[config.mk]
export PLATFORM = sky130hd
export DESIGN_NAME = timer_counter
export DESIGN_NICKNAME = d
export VERILOG_FILES = /design/src/rtl/timer_pkg.sv /design/src/rtl/timer_prescaler.sv /design/src/rtl/timer_counter.sv
export SDC_FILE = /design/constraint.sdc
export NUM_CORES = 1
export LEC_CHECK = 0
export CAP_MARGIN = 20
export CORE_AREA = 2 2 135 137
export DETAILED_ROUTE_END_ITERATION = 6
export DIE_AREA = 0 0 137 139
export GPL_TIMING_DRIVEN = 0
export PLACE_DENSITY_LB_ADDON = 0.2
export REMOVE_ABC_BUFFERS = 1
export SYNTH_ARGS = -nofsm -noshare
export SYNTH_HDL_FRONTEND = slang
export SYNTH_SLANG_ARGS = --single-unit
[constraint.sdc]
create_clock -name sys_clk -period 3.55 [get_ports sys_clk]
set_clock_uncertainty 0.05 [all_clocks]
set_input_delay 0.71 -clock sys_clk [delete_from_list [all_inputs] [get_ports sys_clk]]
set_output_delay 0.71 -clock sys_clk [all_outputs]
set_load 0.03 [all_outputs]
[src/rtl/timer_pkg.sv]
// Shared definitions for the timer block: widths, prescaler limits,
// register map offsets and the counter write-select encoding.
package timer_pkg;

  localparam int CNT_W       = 64;
  localparam int DIV_W       = 4;
  localparam int DIV_VAL_MAX = 8;

  // Register map offsets used by the bus-facing wrapper of the timer.
  localparam logic [7:0] ADDR_CTRL   = 8'h00;
  localparam logic [7:0] ADDR_DIV    = 8'h04;
  localparam logic [7:0] ADDR_CNT_LO = 8'h08;
  localparam logic [7:0] ADDR_CNT_HI = 8'h0C;
  localparam logic [7:0] ADDR_STATUS = 8'h10;

  typedef enum logic [1:0] {
    WR_NONE = 2'b00,
    WR_LO   = 2'b01,
    WR_HI   = 2'b10,
    WR_BOTH = 2'b11
  } wr_sel_e;

  // Terminal prescaler count for exponent e: 2^e - 1 (e <= DIV_VAL_MAX fits 9 bits).
  function automatic logic [8:0] div_limit(input logic [DIV_W-1:0] exp_val);
    return 9'((9'd1 << exp_val) - 9'd1);
  endfunction

endpackage

[src/rtl/timer_prescaler.sv]
// Prescaler for the timer: divides the count rate by 2^div_val when div_en is
// set, and restarts whenever the divisor settings change.
module timer_prescaler
  import timer_pkg::*;
(
  input  logic             sys_clk,
  input  logic             sys_rst,
  input  logic             run,
  input  logic             clear,
  input  logic             div_en,
  input  logic [DIV_W-1:0] div_val,
  output logic             tick
);

  logic [7:0]       div_cnt;
  logic             div_en_q;
  logic [DIV_W-1:0] div_val_q;
  logic             changed;

  assign changed = (div_en != div_en_q) || (div_val != div_val_q);

  // A settings change restarts the period, so no divided tick is issued in
  // that cycle; with the prescaler bypassed every cycle ticks.
  assign tick = !div_en || (!changed && ({1'b0, div_cnt} == div_limit(div_val)));

  // Prescale counter and registered copies of the divisor settings.
  always_ff @(posedge sys_clk or posedge sys_rst) begin
    if (sys_rst) begin
      div_cnt   <= '0;
      div_en_q  <= 1'b0;
      div_val_q <= DIV_W'(1);
    end else begin
      div_en_q  <= div_en;
      div_val_q <= div_val;
      if (clear || changed) begin
        div_cnt <= '0;
      end else if (run) begin
        div_cnt <= tick ? '0 : div_cnt + 8'd1;
      end
    end
  end

endmodule

[src/rtl/timer_counter.sv]
// 64-bit free-running timer with prescaler, software clear/write and an
// optional debug halt (enabled by defining TIMER_HALT_EN).
module timer_counter #(
  parameter int CNT_W = timer_pkg::CNT_W,
  parameter int DIV_W = timer_pkg::DIV_W
) (
  input  logic             sys_clk,
  input  logic             sys_rst,
  input  logic             timer_en,
  input  logic             div_en,
  input  logic [DIV_W-1:0] div_val,
  input  logic             halt_req,
  input  logic             debug_mode,
  input  logic             counter_clear,
  input  logic [1:0]       counter_write_sel,
  input  logic [31:0]      counter_write_data,
  output logic [CNT_W-1:0] cnt_val,
  output logic             halt_ack_status
);

  logic              tick;
  logic              run;
  timer_pkg::wr_sel_e wr_sel;

  assign run    = timer_en && !halt_ack_status;
  assign wr_sel = timer_pkg::wr_sel_e'(counter_write_sel);

  timer_prescaler u_prescaler (
    .sys_clk (sys_clk),
    .sys_rst (sys_rst),
    .run     (run),
    .clear   (counter_clear || !timer_en),
    .div_en  (div_en),
    .div_val (div_val),
    .tick    (tick)
  );

`ifdef TIMER_HALT_EN
  // Halt acknowledge follows the qualified request with one cycle of latency.
  always_ff @(posedge sys_clk or posedge sys_rst) begin
    if (sys_rst) begin
      halt_ack_status <= 1'b0;
    end else begin
      halt_ack_status <= halt_req && debug_mode;
    end
  end
`else
  logic unused_halt;
  assign unused_halt     = halt_req ^ debug_mode;
  assign halt_ack_status = 1'b0;
`endif

  // Counter update: clear beats write, write beats (and swallows) increment.
  always_ff @(posedge sys_clk or posedge sys_rst) begin
    if (sys_rst) begin
      cnt_val <= '0;
    end else if (counter_clear) begin
      cnt_val <= '0;
    end else if (wr_sel != timer_pkg::WR_NONE) begin
      case (wr_sel)
        timer_pkg::WR_LO:   cnt_val[31:0]  <= counter_write_data;
        timer_pkg::WR_HI:   cnt_val[63:32] <= counter_write_data;
        timer_pkg::WR_BOTH: cnt_val        <= {counter_write_data, counter_write_data};
        default:            cnt_val        <= cnt_val;
      endcase
    end else if (run && tick) begin
      cnt_val <= cnt_val + CNT_W'(1);
    end
  end

endmodule

==> flow_summary.toml <==
[outcome]
outcome = "completed"

[detailed_routing]
via_count = 5705
routedWlPerCell_microns = 20.2
drtPass1Iterations = 5
first_iter_violations = 610
vias_per_cell = 5.85
post-route-drc-count = 0
ant_nets = 0
drt_wl_total_microns = 19700

[finish]
drive_gt1_frac = 0.103
fin_nets = 789
seq_area_sq_um = 1930
synthToLayoutAreaGrowth_pct = 33.8
fill_cells = 1809
antenna_cells = 0
fin_cells = 975
multi_input_area_sq_um = 3150

[global_route]
antenna_found_initial = 0
grt_overflow_total = 0
met3_usage = 0.0322
use_met2 = 0.323
use_met1 = 0.286
grt_usage = 0.207
grt_pass1_vias = 5459
grt_max_degree = 89
grt_pass1_wl_microns = 30400
top_usage_layer = "met2"

[place]
dp_slack_ns = -1.86
hpwl_microns = 13000
dp.cells = 943
numPortBuffers = 106
place_congestion = 0.875

[die]
fp.dieArea_sq_um = 19000
die-height_microns = 139
row_count = 49
core-area_sq_um = 17700
ioPinCount = 110
start_util = 0.293
die_width_microns = 137

[logic_synthesis]
synth_flop_cell = "dfrtp_1"
avgSynthCellArea_sq_um = 7.99
yosys_warnings = 0
syn_inst = 647
ys_seq_area_frac = 0.373
syn_area_sq_um = 5170
ys_ff_latch = 77
netlist-cell-type-count = 68
async_flop_share = 1.00
synth-edff-count = 0

[clocking]
htreeDepth = 3
cts_buffer_depth = 2
cts-root-buf = "clkbuf_16"
cts_hold_buffers = 0
clk_pin_slew_ns = 0.06
clock-sinks = 77
cts_tree = "yes"
cts_made_buffers = 9
clk_latency_ns = 0.35

[sta]
max_freq_mhz = 291
period_needed_ns = 3.44
rsz0062_at_grt = "false"
drv_slew = 0
setup_viol = 0
fin_ws_ns = 0.112
timing.final.crit_share = 0.969
hold_slack_ns = 0.494
worst_slew_pin_slew_ns = 0.977
timing_hold_violations_final = 0
tns_ns = 0
maxSlewHeadroom = 0.349

[run]
max_cap_viol_count = 0

[setup_path]
crit_chain = "buf_2 > or4_4 > ha_4 > or3b_2 > a21oi_1 > o31ai_1 > and2_2 > a311o_2 > and2_1 > a32o_1"
crit_arrival_ns = 3.62
critPathRequiredTime_ns = 3.74
cp_slowest_stage_delay_ns = 0.58
crit_type = "in -> reg"
regToRegSetupSlack_ns = 0.43
start_kind = "input port"
worstSetupEndpointType = "flip-flop"
worstPathMaxFanout = 12
regToRegStartpoint = "cnt_val[0]"
worstReg2RegEnd = "cnt_val[61]"
reg2reg_depth = 6
cp_slowest_cell = "or4_4"

[pwr]
power_density_nw_per_um2 = 354
leakage_nw = 2.54
worst_ir_drop_vdd_uv = 237
totalPowerFinal_mw = 2.45

[worst_hold_path]
holdPathStages = 1
holdPathEnd = "cnt_val[13]"
hp-class = "reg -> reg"
holdCritStartpoint = "cnt_val[13]"
## state kept, by name, indices dropped and copies added, names as in the netlist
register,flops
u_prescaler.div_val_q,4
cnt_val,64
u_prescaler.div_cnt,8
u_prescaler.div_en_q,1
## per-stage QoR
step                      cell area [sq um]  utilization
after floorplan                        4980            -
after global placement                 6330        0.359
after detailed placement               6450        0.365
after CTS                              6910        0.391
after global routing                   6920        0.392
final                                  6920        0.392
## critical path: cells and delay by family
kind,cells,cell delay (ns)
buf+inv,1,0.17
simple gates,4,1.50
fa+ha+maj,1,0.22
compound gates,4,1.01
## synthesized netlist by cell type (all sizes together) (4+ instances only)
cell	count	area share
a211oi	12	0.017
a21oi	56	0.054
a22oi	5	0.0073
a311oi	4	0.0068
a31oi	8	0.0097
and2	6	0.0075
and3	11	0.014
and4	4	0.0070
buf	10	0.011
clkbuf	34	0.025
dfrtp	76	0.37
inv	9	0.0065
nand2	89	0.065
nand2b	4	0.0048
nand3	32	0.031
nand4	15	0.023
nor2	49	0.036
nor2b	6	0.0073
nor3	22	0.021
nor4	11	0.019
o211ai	9	0.013
o21a	6	0.0087
o21ai	56	0.054
o22ai	11	0.013
o311ai	7	0.012
o31a	8	0.014
o31ai	12	0.017
o32ai	4	0.0068
o41ai	4	0.0068
or2	6	0.0073
or3	8	0.012
or4	4	0.0058
xnor2	8	0.014
xor2	6	0.010
## cells in the final DEF (no fill, tap or decap), types with 4 or more instances in the layout
master and instances:
and3_1 10, nor2_1 48, nand3_1 32, clkdlybuf4s50_1 101, a311oi_1 4, clkbuf_16 9
nor4_1 9, xor2_1 6, nand2b_1 4, and2_1 4, or3_1 6, o31a_1 8
o31ai_1 12, o311ai_0 7, or2_2 5, o22ai_1 11, buf_2 4, o21a_1 5
o21ai_0 55, xnor2_1 8, a21oi_1 55, buf_12 4, o211ai_1 9, nand2_1 87
a211oi_1 12, buf_4 11, a31oi_1 7, nor3_1 22, dfrtp_1 76, o41ai_1 4
inv_1 8, nor2b_1 6, nand4_1 12, o32ai_1 4, a22oi_1 5
## where the power goes
group	internal, mW	total (mW)	switching, mW
clock network	0.473	0.872	0.400
registers	0.931	1.01	0.0835
logic	0.233	0.564	0.331
total	1.64	2.45	0.814
## metal layers
layer / vias to the layer above / part of all wire
met5: - / 0
met4: 0 / 0.028
met3: 39 / 0.073
met2: 260 / 0.46
met1: 2779 / 0.44
li1: 2627 / -
## kinds of logic after synthesis
family | Yosys count | synth area share
compound gates | 224 | 0.280
xor+xnor | 14 | 0.0237
fa+ha+maj | 3 | 0.00726
buf+inv | 53 | 0.0419
flops | 77 | 0.373
mux | 1 | 0.00194
other cells | 1 | 0.000726
simple gates | 274 | 0.272
## worst max-delay path by stage
stage / startpoint / to / slack, ns / depth (start not counted)
2_1_floorplan: div_val[0] / cnt_val[10] / -0.58 / 9
3_3_place_gp: div_val[2] / cnt_val[10] / -2.42 / 10
3_5_place_dp: div_val[2] / cnt_val[33] / -1.86 / 10
4_1_cts: div_val[3] / cnt_val[61] / 0.02 / 10
5_1_grt: div_val[0] / cnt_val[37] / 0.009 / 11
6_report: div_val[0] / cnt_val[61] / 0.11 / 10
## layout make-up
cell class                      instances  share of cell area
Multi-Input combinational cell        520               0.455
Sequential cell                        77               0.279
Timing Repair Buffer                  124               0.181
Tap cell                              229              0.0414
Clock buffer                           10              0.0331
Clock inverter                          6             0.00579
Inverter                                9             0.00525
## repair_timing
action                                  in CTS  in global routing
cloned                                       3                  0
endpoints found under the setup margin      72                 56
pin swaps                                    5                  2
gates resized for setup                     21                 11
buffers inserted                            11                  2
hold endpoints to repair                     0                  0
Power figures use the tool's default switching activity.
==> edit 1: new RTL, config.mk and constraints unchanged <==
Register the output `cnt_val` once more, cleared by the reset; this adds one clock of latency there. The other outputs are not delayed to match.
--- a/src/rtl/timer_counter.sv
+++ b/src/rtl/timer_counter.sv
@@ -18,4 +18,6 @@
   output logic             halt_ack_status
 );
+
+  logic [CNT_W-1:0] cnt_val_s0;
 
   logic              tick;
@@ -54,16 +56,24 @@
   always_ff @(posedge sys_clk or posedge sys_rst) begin
     if (sys_rst) begin
-      cnt_val <= '0;
+      cnt_val_s0 <= '0;
     end else if (counter_clear) begin
-      cnt_val <= '0;
+      cnt_val_s0 <= '0;
     end else if (wr_sel != timer_pkg::WR_NONE) begin
       case (wr_sel)
-        timer_pkg::WR_LO:   cnt_val[31:0]  <= counter_write_data;
-        timer_pkg::WR_HI:   cnt_val[63:32] <= counter_write_data;
-        timer_pkg::WR_BOTH: cnt_val        <= {counter_write_data, counter_write_data};
-        default:            cnt_val        <= cnt_val;
+        timer_pkg::WR_LO:   cnt_val_s0[31:0]  <= counter_write_data;
+        timer_pkg::WR_HI:   cnt_val_s0[63:32] <= counter_write_data;
+        timer_pkg::WR_BOTH: cnt_val_s0     <= {counter_write_data, counter_write_data};
+        default:            cnt_val_s0     <= cnt_val_s0;
       endcase
     end else if (run && tick) begin
-      cnt_val <= cnt_val + CNT_W'(1);
+      cnt_val_s0 <= cnt_val_s0 + CNT_W'(1);
+    end
+  end
+
+  always_ff @(posedge sys_clk or posedge sys_rst) begin
+    if (sys_rst) begin
+      cnt_val <= '0;
+    end else begin
+      cnt_val <= cnt_val_s0;
     end
   end
Function: changed (a bounded check fails within 4 cycles, from zero or initial values and one cycle with sys_rst high).
==> edit 1 against the unedited design <==
The flow now finishes with violations (DRC). Count of clock-buffer cells in the layout is 8 higher. Power is 68% higher. Via count is 12% higher. Non-clock buffer count is 4 higher. Setup slack better by 0.080 ns. Wire length is 10% higher. Cell area is 29% higher. Critical path depth is 2 lower. Clock power is 100% higher. Sequential cell count is 64 higher. Synthesized area is 34% higher. Critical path type unchanged. Largest cell class is now sequential cells. Largest power group unchanged.
==> edit 1: results (changes against the unedited design) <==
Leak Pwr: 3.55 nW (+40%)
first drt pass iteration count: 7 (+2)
pre-CTS setup slack: -1.62 ns (+0.231 ns)
CP max-delay cell: clkdlybuf4s50_1
DRC Markers: 4 (+4)
vias in the first global route: 6416 (+18%)
largest registers: cnt_val x64, cnt_val_s0 x64, u_prescaler.div_cnt x8
failing checks: DRC
fill cell count: 1611 (-11%)
RePlAce Congestion: 0.859 (-1.8%)
part of the Yosys area used for sequential elements: 0.511 (+0.138)
nets: 853 (+8.1%)
Worst Path Arrival: 3.67 ns (+0.05 ns)
Post-DP Area: 0.00818 mm² (+27%)
worst stage delay on the critical path: 0.83 ns (+0.25 ns)
WL/cell: 20.8 µm (+2.5%)
final core occ: 0.507 (+0.115)
number of H-tree levels: 4 (+1)
internal power: 0.00297 W (+82%)
most common library cells after synthesis: dfrtp_1, nand2_1, nor2_1
clk cell area share: 0.0645 (+0.0256)
# clk buffers: 18 (+8)
gr usage total: 0.235 (+0.0278)
Max-slew headroom: 0.292 (-0.0571)
Vias/cell: 6.11 (+4.4%)
first-pass GRT wire length: 34400 µm (+13%)
clock latency on the worst-skew pair: 0.43 ns (+0.08 ns)
Signal buf overhead: 0.143 (-0.0376)
dpl cells: 998 (+5.8%)
status: complete, but fails checks
final HPWL from detailed placement: 13900 µm (+7.0%)
share of cells above drive strength 1: 0.110 (+0.00681)
Logic inverters: 15 (+6)
num sequential: 141 (+83%)
sequential share of cell area: 0.395 (+0.116)
fraction of area in multi-input gates: 0.359 (-0.0960)
Cell variety after synth: 77 (+13%)
Net Sw Frac: 0.278 (-0.0542)
Max Fanout on Critical Path: 38 (+26)
## edit 1: cell types whose count changed after synthesis, sizes merged, moves of 7 or more
cell    delta
nand2     -17
or3        +7
o22ai      -7
dfrtp     +64
buf       +12
o21ai     -20
a21oi     -24
clkbuf    -10
a32o      +14
nand4      +7
## edit 1: path summary, 6_finish.rpt
kind	start	endpoint	slack, ns	cells after the start
setup / recovery	counter_write_sel[1]	cnt_val_s0[62]$_DFFE_PP0P_	0.19	8
min in group asynchronous	sys_rst	cnt_val[54]$_DFF_PP0_	0.67	2
hold reg to reg	cnt_val_s0[55]$_DFFE_PP0P_	cnt_val[55]$_DFF_PP0_	0.35	0
hold / removal	cnt_val_s0[55]$_DFFE_PP0P_	cnt_val[55]$_DFF_PP0_	0.35	0
max in group asynchronous	sys_rst	cnt_val_s0[42]$_DFFE_PP0P_	1.97	3
setup reg to reg	cnt_val_s0[0]$_DFFE_PP0P_	cnt_val_s0[56]$_DFFE_PP0P_	0.20	9
## edit 1: per-layer routing
metal,GRT usage,routed length [µm],up-vias,part of all wire
met4,0.103,729,0,0.034
met2,0.360,10000,342,0.46
li1,-,-,2852,-
met1,0.316,9200,3139,0.42
met5,0,0,-,0
met3,0.0574,1760,63,0.081
## edit 1: kinds of logic after synthesis
logic type,count (synthesis),synth area share
other cells,1,0.000543
flops,141,0.511
fa+ha+maj,3,0.00543
mux,7,0.0101
xor+xnor,16,0.0203
buf+inv,61,0.0404
simple gates,280,0.205
compound gates,193,0.208
## edit 1: repair_timing
item	4_1_cts	5_1_grt
pin swaps	5	2
buffers inserted	14	1
setup endpoints to repair	72	65
gates resized for setup	21	10
gates cloned	2	0
## edit 1: critical path: cells and delay by family
family / cells / cell delay [ns]
compound gates: 2 / 0.44
buf+inv: 2 / 1.06
simple gates: 4 / 1.44
==> edit 2: new RTL, config.mk and constraints unchanged <==
Made on the original files. The option `TIMER_HALT_EN` is turned on by a define.
--- a/src/rtl/timer_counter.sv
+++ b/src/rtl/timer_counter.sv
@@ -1,4 +1,6 @@
 // 64-bit free-running timer with prescaler, software clear/write and an
 // optional debug halt (enabled by defining TIMER_HALT_EN).
+`define TIMER_HALT_EN
+
 module timer_counter #(
   parameter int CNT_W = timer_pkg::CNT_W,
Function: changed (a bounded check fails within 4 cycles, from zero or initial values and one cycle with sys_rst high).
==> edit 2 against the unedited design <==
Largest power group unchanged. Setup slack lost 0.018 ns. Critical path depth is 2 higher. Sequential cell count up 1. Cell area rose by 2.0%. Synthesized area up 0.31%. Highest routed layer unchanged. Global-route usage rose by 0.80 points. Power grew 1.1%. Combinational power increased by 1%. Wire length is 3.9% higher. Sequential share of layout area is 0.20 points lower.
==> edit 2: results (changes against the unedited design) <==
status: complete, no violations
Compound-Gate Fraction of Synth Area: 0.289 (+0.00974)
WHS Endpoint: u_prescaler.div_val_q[0]$_DFF_PP1_
Hold Startpoint: div_val[0]
Synth area leaders: dfrtp_1, a21oi_1, nand2_1
start point of the critical path: div_val[1]
period utilization: 0.974 (+0.00511)
share of cells above drive strength 1: 0.108 (+0.00486)
vias post-DR: 5894 (+3.3%)
Setup Fix Bufs, Post-CTS: 17 (+6)
final wirelength: 20500 µm (+3.9%)
first-pass GRT wire length: 31600 µm (+4.1%)
worst vdd ir: 240 µV (+1.2%)
Max Fanout on Critical Path: 15 (+3)
Worst Path Arrival: 3.66 ns (+0.04 ns)
CTS resizes: 44 (+110%)
largest net degree at the start of global routing: 81 (-9.0%)
gr usage total: 0.215 (+0.00797)
Reg2Reg Launch Point: cnt_val[8]$_DFFE_PP0P_
pwr/cell area: 351 mW/mm² (-0.90%)
Worst-Margin Slew: 1.14 ns (+0.163 ns)
vias in the first global route: 5628 (+3.1%)
RePlAce Congestion: 0.845 (-3.4%)
Leak Pwr: 2.58 nW (+1.5%)
worst min path class: in2reg
pre-CTS setup slack: -2.03 ns (-0.173 ns)
final core occ: 0.400 (+0.00801)
crit path to: cnt_val[40]$_DFFE_PP0P_
Hold Slack: 0.489 ns (-0.00526 ns)
part of the Yosys area used for sequential elements: 0.377 (+0.00366)
most common library cells after synthesis: nand2_1, dfrtp_1, a21oi_1
reg2reg setup slack: 0.23 ns (-0.20 ns)
==> edit 2: cell types whose count changed after synthesis, sizes merged, moves of 5 or more <==
cell / unedited run / this run
inv: 9 / 20
o22ai: 11 / 19
nand3: 32 / 38
nand2: 89 / 84
nor2b: 6 / 1
nor3: 22 / 32
a21oi: 56 / 65
clkbuf: 34 / 27
a32o: 1 / 7
a211oi: 12 / 7
==> edit 2: routing by layer <==
layer	wire [µm]	vias up	track usage
li1	-	2701	-
met1	8840	2896	0.291
met2	9620	260	0.337
met3	1590	37	0.0391
met4	459	0	0.0874
met5	0	-	0
==> edit 2: final cells by class <==
type | count | share of cell area
clock inverter | 4 | 0.00319
clock buffer | 12 | 0.0349
inverter | 21 | 0.0121
sequential | 78 | 0.277
tap | 229 | 0.0406
multi-input combinational | 519 | 0.449
timing repair buffer | 134 | 0.183
==> edit 2: worst reg2reg max path: cells and delay by family (launching register included) <==
kind | cells | cell delay [ns]
AOI/OAI and AO/OA | 1 | 0.25
DFF | 1 | 0.46
and+or+nand+nor | 7 | 2.44
